<file path="config.mk">
export PLATFORM = sky130hd
export DESIGN_NAME = direct_cache_controller
export DESIGN_NICKNAME = d
export VERILOG_FILES = /design/src/rtl/direct_cache_controller_pkg.sv /design/src/rtl/direct_cache_controller_sat_counter.sv /design/src/rtl/direct_cache_controller.sv
export SDC_FILE = /design/constraint.sdc
export NUM_CORES = 1
export LEC_CHECK = 0
export BUFFER_PORTS_ARGS = -buffer_cell sky130_fd_sc_hd__clkbuf_2
export CAP_MARGIN = 20
export CORE_MARGIN = 10
export CORE_UTILIZATION = 48
export CTS_CLUSTER_DIAMETER = 80
export DETAILED_ROUTE_END_ITERATION = 7
export PLACE_DENSITY_LB_ADDON = 0.08
export SYNTH_ARGS = -nofsm -noshare
export SYNTH_HDL_FRONTEND = slang
export SYNTH_SLANG_ARGS = --single-unit
</file>
<file path="constraint.sdc">
create_clock -name clk -period 2.6 [get_ports clk]
set_clock_uncertainty 0.15 [all_clocks]
set_input_delay 0.52 -clock clk [delete_from_list [all_inputs] [get_ports clk]]
set_output_delay 0.52 -clock clk [all_outputs]
set_load 0.05 [all_outputs]
</file>
<file path="src/rtl/direct_cache_controller_pkg.sv">
// Shared definitions for the direct-mapped cache controller: default widths
// and the controller state encoding.
package direct_cache_controller_pkg;

  localparam int DefaultWidth             = 8;
  localparam int DefaultAddressWidth      = 8;
  localparam int DefaultCacheAddressWidth = 4;
  localparam int DefaultCountWidth        = 16;

  // Controller states; the numeric values are part of the external contract.
  typedef enum logic [2:0] {
    IDLE      = 3'd0,
    LOOKUP    = 3'd1,
    MEM_READ  = 3'd2,
    MEM_WRITE = 3'd3,
    FILL      = 3'd4,
    RESPOND   = 3'd5
  } state_t;

  // True for the states that own the memory request handshake.
  function automatic logic is_mem_state(state_t s);
    return (s == MEM_READ) || (s == MEM_WRITE);
  endfunction

endpackage

</file>
<file path="src/rtl/direct_cache_controller_sat_counter.sv">
// Saturating up-counter: increments by one on inc and sticks at all-ones.
module sat_counter
  import direct_cache_controller_pkg::*;
#(
  parameter int Width = DefaultCountWidth
) (
  input  logic             clk,
  input  logic             rst,
  input  logic             inc,
  output logic [Width-1:0] count
);

  logic [Width-1:0] count_reg;

  // Count up on inc, but never wrap past the all-ones value.
  always_ff @(posedge clk or negedge rst) begin
    if (!rst) begin
      count_reg <= '0;
    end else if (inc && (count_reg != {Width{1'b1}})) begin
      count_reg <= count_reg + 1'b1;
    end
  end

  assign count = count_reg;

endmodule

</file>
<file path="src/rtl/direct_cache_controller.sv">
// Direct-mapped cache sequencer between one CPU requester and a slow memory.
// Reads look up the cache and fill on a miss; writes go through to memory and
// allocate the line. Read hits and misses are counted with saturation.
module direct_cache_controller
  import direct_cache_controller_pkg::*;
#(
  parameter int Width             = DefaultWidth,
  parameter int AddressWidth      = DefaultAddressWidth,
  parameter int CacheAddressWidth = DefaultCacheAddressWidth,
  parameter int CountWidth        = DefaultCountWidth
) (
  input  logic                    clk,
  input  logic                    rst,
  input  logic                    cpu_req,
  input  logic                    cpu_we,
  input  logic [AddressWidth-1:0] cpu_addr,
  input  logic [Width-1:0]        cpu_wdata,
  output logic                    cpu_busy,
  output logic                    cpu_ready,
  output logic [Width-1:0]        cpu_rdata,
  output logic [AddressWidth-1:0] cache_raddr,
  input  logic                    cache_hit,
  input  logic [Width-1:0]        cache_Q,
  output logic                    cache_we,
  output logic [AddressWidth-1:0] cache_waddr,
  output logic [Width-1:0]        cache_D,
  output logic                    mem_req,
  output logic                    mem_we,
  output logic [AddressWidth-1:0] mem_addr,
  output logic [Width-1:0]        mem_wdata,
  input  logic                    mem_ack,
  input  logic [Width-1:0]        mem_rdata,
  output logic [CountWidth-1:0]   hit_count,
  output logic [CountWidth-1:0]   miss_count
);

  // The index must fit inside the address; a misconfigured instance simply
  // never leaves IDLE instead of corrupting the cache.
  localparam bit CfgOk = (CacheAddressWidth > 0) && (CacheAddressWidth <= AddressWidth);

  state_t                  state_reg, state_next;
  logic [AddressWidth-1:0] addr_reg;
  logic [Width-1:0]        data_reg;
  logic [Width-1:0]        rdata_reg;
  logic                    accept;
  logic                    hit_inc;
  logic                    miss_inc;
  logic [1:0]              cnt_inc;
  logic [CountWidth-1:0]   cnt_val [2];

  assign accept = cpu_req && CfgOk;

  // State register; reset abandons any in-flight transaction at once.
  always_ff @(posedge clk or negedge rst) begin
    if (!rst) begin
      state_reg <= IDLE;
    end else begin
      state_reg <= state_next;
    end
  end

  // Next-state logic and state-decoded strobes (glitch-free, no data path).
  always_comb begin
    state_next = state_reg;
    mem_req    = 1'b0;
    mem_we     = 1'b0;
    cache_we   = 1'b0;
    cpu_ready  = 1'b0;
    hit_inc    = 1'b0;
    miss_inc   = 1'b0;
    case (state_reg)
      IDLE: begin
        if (accept) begin
          state_next = cpu_we ? MEM_WRITE : LOOKUP;
        end
      end
      LOOKUP: begin
        if (cache_hit) begin
          hit_inc    = 1'b1;
          state_next = RESPOND;
        end else begin
          miss_inc   = 1'b1;
          state_next = MEM_READ;
        end
      end
      MEM_READ, MEM_WRITE: begin
        mem_req = 1'b1;
        mem_we  = (state_reg == MEM_WRITE);
        if (mem_ack) begin
          state_next = FILL;
        end
      end
      FILL: begin
        cache_we   = 1'b1;
        state_next = RESPOND;
      end
      RESPOND: begin
        cpu_ready  = 1'b1;
        state_next = IDLE;
      end
      default: begin
        state_next = IDLE;
      end
    endcase
  end

  // Request latch and data capture; cpu_rdata only changes on read completion paths.
  always_ff @(posedge clk or negedge rst) begin
    if (!rst) begin
      addr_reg  <= '0;
      data_reg  <= '0;
      rdata_reg <= '0;
    end else begin
      case (state_reg)
        IDLE: begin
          if (accept) begin
            addr_reg <= cpu_addr;
            data_reg <= cpu_wdata;
          end
        end
        LOOKUP: begin
          if (cache_hit) begin
            rdata_reg <= cache_Q;
          end
        end
        MEM_READ: begin
          if (mem_ack) begin
            data_reg  <= mem_rdata;
            rdata_reg <= mem_rdata;
          end
        end
        default: begin
        end
      endcase
    end
  end

  assign cpu_busy    = (state_reg != IDLE);
  assign cpu_rdata   = rdata_reg;
  assign cache_raddr = addr_reg;
  assign cache_waddr = addr_reg;
  assign cache_D     = data_reg;
  assign mem_addr    = addr_reg;
  assign mem_wdata   = data_reg;

  // Hit counter at index 0, miss counter at index 1.
  assign cnt_inc = {miss_inc, hit_inc};

  genvar gi;
  generate
    for (gi = 0; gi < 2; gi++) begin : g_cnt
      sat_counter #(
        .Width(CountWidth)
      ) u_cnt (
        .clk  (clk),
        .rst  (rst),
        .inc  (cnt_inc[gi]),
        .count(cnt_val[gi])
      );
    end
  endgenerate

  assign hit_count  = cnt_val[0];
  assign miss_count = cnt_val[1];

endmodule

</file>
== Word level (Yosys, flattened, before mapping) ==
Index checks and enable logic that the tools add are counted.

* Word-level logic and storage cells: 48
* Register bits: 59

* Reduce and logical (&&, ||, !) cells: 11
* Add/sub/neg operators: 2
* Eq/ne operators: 11
* Mux-type cells: 18

{| class="wikitable"
|+ Operators with widths
! cell !! number
|-
| $add 16x1->16 const B || 2
|-
| $ne 16x16->1 const B || 2
|-
| $pmux 8 s2 || 2
|-
| $mux 8 || 3
|-
| $pmux 3 s4 || 1
|-
| $mux 3 || 3
|-
| $mux 1 || 8
|-
| $ne 2x2->1 const B || 4
|-
| $eq 3x2->1 const B || 2
|-
| $eq 3x3->1 const B || 2
|-
| $reduce_and 3->1 || 2
|-
| $reduce_and 2->1 || 2
|-
| $reduce_bool 2->1 || 2
|-
| $eq 3x1->1 const B || 1
|-
| $logic_not 3->1 || 1
|-
| $reduce_bool 3->1 || 1
|-
| $logic_and 1x1->1 || 2
|-
| $mux 2 || 1
|-
| $reduce_or 2->1 || 1
|}

== Depth between registers and ports, before layout ==
Gate-level depths: netlist of run 1.

* Depth in word-level cells: 4
* Gate-level depth with buffers: 7
* Mapped depth without buffers: 5

== Hierarchy ==
From an unflattened synthesis of run 1, not the netlist that was laid out.

* Cell total of the unflattened synthesis: 268
* Area total of the unflattened synthesis: 3355.7 sq um

{| class="wikitable"
|+ By module, submodules not included
! module !! cells each !! times used !! sequential area each (sq um) !! area each (sq um)
|-
| sat_counter || 72 || 2 || 400.4 || 859.6
|-
| direct_cache_controller || 124 || 1 || 675.6 || 1636.6
|}

== Worst setup path before layout of run 1 ==
No wires, ideal clock.

* Path kind: reg-to-output
* Start: register state_reg[1]
* End: output mem_we
* Arrival: 1898 ps
* Cell stages (with the launch flop): 4
* Path slack: 32 ps
* Path through: dfrtp_1 > clkbuf_1 > nor2b_1 > and2_1

* Cells in the longest elaborated chain, start to end: 3

{| class="wikitable"
|+ Ends and longest elaborated chain
! what !! RTL line !! source
|-
| start, declared || direct_cache_controller.sv:41 || <nowiki>state_t state_reg, state_next;</nowiki>
|-
| start signal, assigned || direct_cache_controller.sv:58 || <nowiki>state_reg <= state_next;</nowiki>
|-
| $eq 3x2->1 (on tied branches) || direct_cache_controller.sv:71, direct_cache_controller.sv:88 ||
|-
| $reduce_or 2->1 || direct_cache_controller.sv:71 || <nowiki>case (state_reg)</nowiki>
|-
| $mux 1 * || direct_cache_controller.sv:71 ||
|-
| end, declared || direct_cache_controller.sv:28 || <nowiki>output logic mem_we,</nowiki>
|}

Mark *: on every way between the ends. The rest lies on a longest branch, timed or not.

== Worst setup path after layout of run 1 ==
* Start: register state_reg[1]
* End: output cache_we

* Cells in the longest elaborated chain, start to end: 2

{| class="wikitable"
|+ Ends and longest elaborated chain
! what !! RTL line !! source
|-
| $eq 3x3->1 || direct_cache_controller.sv:71 ||
|-
| $mux 1 || direct_cache_controller.sv:71 ||
|-
| end, declared || direct_cache_controller.sv:24 || <nowiki>output logic cache_we,</nowiki>
|}

No other way between the ends.

==> results of run 1 <==
-- power breakdown --
part | internal [mW] | switching [mW]
logic | 0.615 | 2.20
registers | 1.19 | 0.262
clock network | 0.396 | 0.340
total | 2.20 | 2.80
-- logic make-up after synthesis --
group	count (synthesis)	synth area share, %
compound gates	29	5.767
simple gates	101	18.60
fa+ha+maj	2	0.8356
flops	59	49.31
buf+inv	39	8.149
xor+xnor	27	7.898
mux	27	9.444
-- routing by layer --
| metal | up-vias | GRT usage [%] |
|---|---|---|
| li1 | 1194 | - |
| met1 | 1161 | 18.67 |
| met2 | 94 | 24.35 |
| met3 | 9 | 6.145 |
| met4 | 0 | 5.954 |
| met5 | - | 0 |
-- cell type report --
| class | count | area, µm² |
|---|---|---|
| fillers | 519 | 2280 |
| clock inverters | 2 | 10.01 |
| flip-flops and latches | 59 | 1476 |
| repair buffers | 130 | 670.6 |
| inverters | 5 | 18.77 |
| multi-input cells | 186 | 1279 |
| clock buffers | 14 | 162.7 |
| well taps | 75 | 93.84 |
-- synthesized netlist by cell type (all sizes together) --
| cell | instances | area, µm² |
|---|---|---|
| dfrtp | 59 | 1476 |
| buf | 29 | 206.4 |
| nand2 | 27 | 101.4 |
| xor2 | 19 | 166.4 |
| mux2i | 17 | 170.2 |
| o21ai | 17 | 85.08 |
| nand4 | 14 | 87.58 |
| nor3 | 14 | 80.08 |
| mux2 | 10 | 112.6 |
| nor2 | 10 | 37.54 |
| nand3 | 8 | 40.04 |
| xnor2 | 8 | 70.07 |
| nor4 | 6 | 50.04 |
| clkbuf | 5 | 18.77 |
| inv | 5 | 18.77 |
| or2 | 4 | 25.02 |
| and2 | 3 | 18.77 |
| nor3b | 3 | 22.52 |
| or3 | 3 | 18.77 |
| a21oi | 2 | 10.01 |
| a22oi | 2 | 15.01 |
| ha | 2 | 25.02 |
| o21a | 2 | 15.01 |
| or4 | 2 | 18.77 |
| a211o | 1 | 8.760 |
| a21boi | 1 | 7.510 |
| a31oi | 1 | 6.260 |
| a32oi | 1 | 8.760 |
| and3 | 1 | 6.260 |
| nand2b | 1 | 6.260 |
| nand3b | 1 | 7.510 |
| nand4bb | 1 | 11.26 |
| nor2b | 1 | 6.260 |
| nor4b | 1 | 8.760 |
| o2111ai | 1 | 8.760 |
| o21bai | 1 | 7.510 |
| or4b | 1 | 10.01 |
-- worst paths after layout --
kind,startpoint,endpoint,slack [ns],depth (start not counted)
max reg2reg,state_reg[1]$_DFFE_PN0P_,g_cnt[1].u_cnt.count[13]$_DFFE_PN0P_,0.43,4
min in group clk,cpu_addr[1],cache_raddr[1]$_DFFE_PN0P_,0.27,2
min reg2reg,cpu_rdata[6]$_DFFE_PN0P_,cpu_rdata[6]$_DFFE_PN0P_,0.33,2
max in group asynchronous,rst,g_cnt[1].u_cnt.count[5]$_DFFE_PN0P_,1.61,2
min,rst,cache_raddr[6]$_DFFE_PN0P_,0.19,2
max,state_reg[1]$_DFFE_PN0P_,cache_we,0.32,3
==> run_results.csv, run 1 <==
group,metric,value,unit
power_and_ir_drop,irDropWorstVdd,1491,µV
global_route,antenna_found_initial,0,
detailed_routing,ant_nets,0,
clocking,cts_root_buf,"clkbuf_8",
finish,postLayoutCellArea,0.003711,mm²
clocking,htree_levels,3,
clocking,post_cts_buffers,0,
finish,instances_no_fill,471,
finish,nNetsFinal,431,
die,die_w,98.98,µm
synth,synth.avg_cell_area,10.54,µm²
detailed_routing,via_per_inst,5.219,
clocking,path_clk_slew,0.06,ns
synth,synth_cell_types,42,
die,die_area,0.009797,mm²
clocking,cts_tree,"built",
finish,largest_register_ffs,32,
timing,rsz0062_at_grt,"false",
detailed_routing,met3_wirelength,725,µm
worst_setup_path,cp_max_fo,13,
power_and_ir_drop,finalPower,5.001,mW
clocking,clkLatencyLatePin,0.33,ns
timing,final.setup.tns,0,ns
timing,hold_ws,0.1865,ns
power_and_ir_drop,powerDensity,1348,mW/mm²
worst_setup_path,required,1.93,ns
synth,synth_nets,324,
clocking,hold_buffers,0,
worst_setup_path,cp-start-kind,"register",
finish,drive_gt1_share,41.16,%
detailed_routing,vias,2458,
clocking,cts_buffer_depth,2,
finish,fin_util,61.95,%
detailed_routing,drc,0,
placed_design,place_area,0.003538,mm²
worst_setup_path,critPathSlowestCell,"dfrtp_1",
detailed_routing,highest_layer,"met4",
worst_setup_path,crit_path_max_incr_delay,0.49,ns
synth,ys_ff_latch,59,
timing,finalCriticalPeriod,2.277,ns
die,coreArea,0.005991,mm²
die,boundaryPins,123,
timing,fin_crit_sh,87.59,%
global_route,grt_pass1_vias,2456,
placed_design,gp_congestion,0.7920,
global_route,grt_remaining_overflow,0,
placed_design,io_buffers,122,
worst_setup_path,crit_chain,"or2_2 -> nor2_1 -> clkbuf_2",
synth,seq_area_frac_synth,49.31,%
timing,maxSlewHeadroom,38.45,%
clocking,cts_resized,0,
detailed_routing,drt_first_pass_iters,4,
finish,final_cell_mix,"122 x clkbuf_2, 59 x dfrtp_1, 27 x nand2_1",
clocking,cts.sinks,59,
timing,fin_ws,0.3226,ns
timing,tightest_slew,0.9213,ns
synth,ys_warn_count,0,
die,rows,28,
run_status,outcome,"complete, no violations",
die,initial_core_util,49.98,%
power_and_ir_drop,total_leakage_power,1.879,nW
finish,syn2layout_area_growth,23.94,%
timing,drv_slew,0,
detailed_routing,avgRoutedWirePerCell,16.00,µm
global_route,grt_usage,15.51,%
finish,diodes,0,
finish,final_common_cell,"clkbuf_2",
worst_setup_path,critical_path_buf_inv_count,1,
flow_run,cap_violations,0,
worst_setup_path,critical_path_class,"reg -> out",
worst_setup_path,path_delay_family,"simple AND/OR/NAND/NOR gates",
detailed_routing,drtIter0Drc,70,
global_route,grt_pass1_wl,12520,µm
clocking,cts_buffers,9,
global_route,grt_max_degree,60,
placed_design,hpwlAfterDp,5876,µm
timing,max_freq,439.1,MHz
timing,setup_viol,0,
die,die_y,98.98,µm
detailed_routing,wl,7534,µm
placed_design,placedCellCount,455,
worst_setup_path,arrival,1.61,ns
timing,hold_viol,0,
min_path,hold_class,"in -> async",
detailed_routing,drt-met1-wl,3114,µm
worst_setup_path,worst_setup_path_end_kind,"primary output",
placed_design,place_ws,0.2681,ns
synth,synth_area,0.002994,mm²
synth,syn_inst,284,
detailed_routing,route.met2.wl,3615,µm
No activity file was read; power rests on OpenSTA's default activity.
==> run 2, diff against run 1 <==
--- a/config.mk
+++ b/config.mk
@@ -11,7 +11,7 @@
 export CORE_UTILIZATION = 48
 export CTS_CLUSTER_DIAMETER = 80
 export DETAILED_ROUTE_END_ITERATION = 7
-export PLACE_DENSITY_LB_ADDON = 0.08
+export PLACE_DENSITY = 0.8
 export SYNTH_ARGS = -nofsm -noshare
 export SYNTH_HDL_FRONTEND = slang
 export SYNTH_SLANG_ARGS = --single-unit
==> run 2 against run 1 <==
Net effect:
- register-to-register slack hardly changed
- count of clock-buffer cells in the layout stayed put
- non-clock buffer count up 1
- sequential power hardly changed
- worst hold slack got worse by 0.0085 ns
==> run_results.csv, run 2 (same netlist as run 1, synthesis figures left out) <==
group,metric,value,unit
finish,final_cell_mix,"122 x clkbuf_2, 59 x dfrtp_1, 27 x nand2_1",
clocking,clkLatencyLatePin,0.32,ns
finish,seqCellArea,0.001476,mm²
die,boundaryPins,123,
finish,instances_no_fill,472,
timing,rsz0062_at_grt,"false",
detailed_routing,drc,0,
worst_setup_path,critPathSlowestCell,"dfrtp_1",
detailed_routing,vias,2432,
power_and_ir_drop,total_leakage_power,1.884,nW
worst_setup_path,worst_setup_path_end_kind,"primary output",
finish,multi_input_comb_area,0.001279,mm²
detailed_routing,wl,7487,µm
timing,hold_viol,0,
global_route,grt_pass1_wl,12180,µm
worst_setup_path,critical_path_buf_inv_count,1,
finish,fillerInstances,519,
global_route,grt_remaining_overflow,0,
clocking,path_clk_slew,0.07,ns
global_route,grt_usage,15.00,%
worst_setup_path,required,1.93,ns
global_route,grt_pass1_vias,2472,
clocking,cts_buffer_depth,2,
clocking,cts_resized,0,
placed_design,io_buffers,122,
finish,syn2layout_area_growth,24.20,%
worst_setup_path,cp-start-kind,"register",
detailed_routing,ant_nets,0,
timing,tightest_slew,0.7451,ns
power_and_ir_drop,irDropWorstVdd,1022,µV
detailed_routing,drtIter0Drc,80,
worst_setup_path,path_delay_family,"simple AND/OR/NAND/NOR gates",
global_route,grt_max_degree,60,
worst_setup_path,setup.worst_path.start,"state_reg[1]$_DFFE_PN0P_",
global_route,antenna_found_initial,0,
timing,fin_crit_sh,88.23,%
detailed_routing,drt-met1-wl,3055,µm
timing,drv_slew,0,
min_path,hold_class,"in -> async",
timing,setup_viol,0,
finish,largest_register_ffs,32,
placed_design,gp_congestion,0.7750,
clocking,hold_buffers,0,
clocking,cts_buffers,9,
detailed_routing,via_per_inst,5.153,
placed_design,hpwlAfterDp,5904,µm
clocking,cts_tree,"built",
die,die_y,98.98,µm
die,initial_core_util,49.98,%
flow_run,cap_violations,0,
worst_setup_path,critical_path_class,"reg -> out",
timing,max_freq,435.9,MHz
die,coreArea,0.005991,mm²
die,die_w,98.98,µm
worst_setup_path,cp_max_fo,13,
finish,drive_gt1_share,41.31,%
clocking,cts_root_buf,"clkbuf_8",
worst_setup_path,regToRegStartpoint,"state_reg[1]$_DFFE_PN0P_",
detailed_routing,drt_first_pass_iters,4,
clocking,post_cts_buffers,0,
detailed_routing,highest_layer,"met4",
worst_setup_path,arrival,1.62,ns
power_and_ir_drop,finalPower,5.016,mW
power_and_ir_drop,powerDensity,1349,mW/mm²
worst_setup_path,crit_chain,"or2_2 -> nor2_1 -> clkbuf_2",
die,rows,28,
placed_design,placedCellCount,456,
clocking,cts.sinks,59,
finish,nNetsFinal,432,
detailed_routing,route.met2.wl,3701,µm
finish,diodes,0,
timing,finalCriticalPeriod,2.294,ns
timing,final.setup.tns,0,ns
timing,maxSlewHeadroom,50.32,%
detailed_routing,avgRoutedWirePerCell,15.86,µm
worst_setup_path,crit_path_max_incr_delay,0.50,ns
detailed_routing,met3_wirelength,659,µm
clocking,htree_levels,3,
die,die_area,0.009797,mm²
finish,final_common_cell,"clkbuf_2",
run_status,outcome,"complete, no violations",
## run 2: cell type report
cell class | instances | area share [%]
Inverter | 5 | 0.5047
Multi-Input combinational cell | 186 | 34.39
Clock inverter | 2 | 0.2692
Clock buffer | 14 | 4.374
Tap cell | 75 | 2.524
Sequential cell | 59 | 39.70
Timing Repair Buffer | 131 | 18.24
## run 2: layer usage
metal  vias to the layer above  GRT usage (%)
met5                         -              0
met4                         0          5.292
met3                         8          6.494
met2                        79          25.35
met1                      1151          16.36
li1                       1194              -
## run 2: power breakdown
group	switching (mW)	total (mW)	internal [mW]
Clock	0.336	0.732	0.396
Combinational	2.20	2.83	0.622
Sequential	0.267	1.46	1.19
Total	2.81	5.02	2.21
## run 2: final timing paths
path                            cells after the start  slack [ns]                                    to
worst max register to register                      4        0.43  g_cnt[1].u_cnt.count[13]$_DFFE_PN0P_
worst max-delay path                                3        0.31                              cache_we
worst min register to register                      2        0.33              cpu_rdata[0]$_DFFE_PN0P_
worst min-delay path                                2        0.18   g_cnt[1].u_cnt.count[0]$_DFFE_PN0P_
max in group asynchronous                           2        1.60              cpu_rdata[3]$_DFFE_PN0P_
min in group clk                                    2        0.28            cache_raddr[0]$_DFFE_PN0P_
## run 2: metrics by stage
stage	area, µm²	util [%]	hold slack (ns)	worst slack (ns)
6_report	3719	62.07	0.1780	0.3060
3_5_place_dp	3546	59.19	0.3212	0.2998
4_1_cts	3719	62.07	0.2046	0.2871
5_1_grt	3719	62.07	0.2305	0.2208
3_3_place_gp	3546	59.19	0.3117	0.3162
2_1_floorplan	2994	-	0.07441	0.03224
==> run 3, diff against run 2 <==
--- a/config.mk
+++ b/config.mk
@@ -7,6 +7,7 @@
 export LEC_CHECK = 0
 export BUFFER_PORTS_ARGS = -buffer_cell sky130_fd_sc_hd__clkbuf_2
 export CAP_MARGIN = 20
+export CORE_ASPECT_RATIO = 1.75
 export CORE_MARGIN = 10
 export CORE_UTILIZATION = 48
 export CTS_CLUSTER_DIAMETER = 80
==> run 3 against run 2 <==
Net effect:
- final cell count rose by 0.64%
- count of clock-buffer cells in the layout rose by 1
- flip-flop and latch count did not move
- non-clock buffer count fell by 2
- sequential power barely moved
- critical endpoint is now g_cnt[1].u_cnt.count[13]$_DFFE_PN0P_
- highest routed layer unchanged
==> run_results.csv, run 3 (same netlist as run 1, synthesis figures left out) <==
group,metric,value,unit
power_and_ir_drop,total_leakage_power,1.883,nW
global_route,antenna_found_initial,0,
timing,hold_ws,0.1779,ns
die,die_y,124.5,µm
clocking,cts_buffers,9,
worst_setup_path,critical_path_class,"reg -> reg",
timing,tightest_slew,1.012,ns
worst_setup_path,rrSetupSlack,0.32,ns
detailed_routing,ant_nets,0,
die,rows,38,
detailed_routing,drt_first_pass_iters,4,
clocking,hold_buffers,0,
worst_setup_path,crit_path_max_incr_delay,0.63,ns
worst_setup_path,required,2.71,ns
clocking,cts_root_buf,"clkbuf_8",
power_and_ir_drop,internal-power,2.257,mW
finish,drive_gt1_share,41.27,%
finish,final_cell_mix,"122 x clkbuf_2, 59 x dfrtp_1, 27 x nand2_1",
worst_setup_path,path_delay_family,"simple AND/OR/NAND/NOR gates",
timing,rsz0062_at_grt,"false",
global_route,grt_pass1_wl,12600,µm
global_route,grt_max_degree,60,
power_and_ir_drop,power_frac_comb,55.5,%
power_and_ir_drop,swShare,55.42,%
finish,nNetsFinal,430,
timing,fin_crit_sh,87.75,%
detailed_routing,avgRoutedWirePerCell,15.98,µm
global_route,grt_pass1_vias,2584,
detailed_routing,drc,0,
flow_run,cap_violations,0,
worst_setup_path,worst_setup_path_end_kind,"register",
placed_design,io_buffers,122,
worst_setup_path,crit_chain,"or4b_1 -> or4_4 -> nor3_2 -> xor2_1",
power_and_ir_drop,irDropWorstVdd,973.4,µV
clocking,cts_buffer_depth,2,
die,boundaryPins,123,
worst_setup_path,critical_path_buf_inv_count,0,
finish,syn2layout_area_growth,24.53,%
placed_design,hpwlAfterDp,5915,µm
die,coreArea,0.006133,mm²
placed_design,gp_congestion,0.8690,
power_and_ir_drop,power_frac_seq,28.9,%
finish,largest_register_ffs,32,
worst_setup_path,arrival,2.39,ns
finish,final_common_cell,"clkbuf_2",
global_route,grt_usage,15.97,%
run_status,outcome,"complete, no violations",
detailed_routing,vias,2501,
die,die_area,0.009921,mm²
clocking,post_cts_buffers,0,
clocking,clkLatencyLatePin,0.34,ns
timing,hold_viol,0,
clocking,htree_levels,3,
detailed_routing,drtIter0Drc,142,
worst_setup_path,critPathSlowestCell,"or4b_1",
worst_setup_path,cp_max_fo,13,
timing,final.setup.tns,0,ns
power_and_ir_drop,switchingPower,2.806,mW
detailed_routing,wl,7589,µm
clocking,cts_tree,"built",
clocking,path_clk_slew,0.06,ns
die,initial_core_util,48.82,%
timing,setup_viol,0,
timing,drv_slew,0,
timing,max_freq,438.3,MHz
worst_setup_path,cp-start-kind,"register",
clocking,cts_resized,0,
power_and_ir_drop,p_clk_share,15.6,%
die,die_w,79.70,µm
timing,maxSlewHeadroom,32.41,%
power_and_ir_drop,powerDensity,1358,mW/mm²
clocking,cts.sinks,59,
timing,finalCriticalPeriod,2.282,ns
finish,diodes,0,
detailed_routing,via_per_inst,5.265,
global_route,grt_remaining_overflow,0,
min_path,hold_class,"in -> async",
finish,fillerInstances,517,
[run 3: cell types whose count changed in the layout (fill, tap and decap cells not counted), sizes merged]
| cell | before | now |
|---|---|---|
| buf | 9 | 7 |
| clkbuf | 136 | 137 |
| clkinv | 2 | 1 |
[run 3: power groups by stage]
stage | sequential [mW] | clock, mW | combinational [mW]
floorplan | 2.28 | 0 | 1.60
global placement | 1.46 | 0 | 2.81
detailed placement | 1.48 | 0 | 2.84
CTS | 1.47 | 0.815 | 2.85
global route | 1.52 | 0.860 | 2.98
finish | 1.46 | 0.792 | 2.81
[run 3: final cells by class]
class                   count  area (µm²)  area share [%]
clock inverters             1       5.005          0.1342
well taps                  80       100.1           2.685
inverters                   5       18.77          0.5034
multi-input cells         186        1279           34.30
repair buffers            129       663.1           17.79
flip-flops and latches     59        1476           39.60
clock buffers              15       186.4           5.000
[run 3: per-stage QoR]
stage	area [µm²]	utilization [%]	std cells	total power [mW]	setup slack (ns)
after floorplan	2994	-	284	3.883	0.03224
after global placement	3537	57.67	459	4.275	0.2263
after detailed placement	3537	57.67	459	4.328	0.1872
after CTS	3729	60.79	475	5.128	0.3206
after global routing	3729	60.79	475	5.355	0.1148
final	3729	60.79	475	5.063	0.3184
[run 3: worst paths after layout]
check | startpoint | end | cells after the start
min in group clk | cpu_addr[2] | cache_raddr[2]$_DFFE_PN0P_ | 2
setup / recovery | state_reg[1]$_DFFE_PN0P_ | g_cnt[1].u_cnt.count[13]$_DFFE_PN0P_ | 4
setup reg to reg | state_reg[1]$_DFFE_PN0P_ | g_cnt[1].u_cnt.count[13]$_DFFE_PN0P_ | 4
hold reg to reg | cpu_rdata[6]$_DFFE_PN0P_ | cpu_rdata[6]$_DFFE_PN0P_ | 2
hold / removal | rst | g_cnt[0].u_cnt.count[3]$_DFFE_PN0P_ | 2
max in group asynchronous | rst | cache_raddr[7]$_DFFE_PN0P_ | 2
[run 3: routing by layer]
layer | vias up | wire length [µm] | track usage, %
li1 | 1181 | - | -
met1 | 1198 | 2640 | 15.21
met2 | 110 | 4159 | 28.23
met3 | 12 | 638 | 5.997
met4 | 0 | 150 | 8.271
met5 | - | 0 | 0
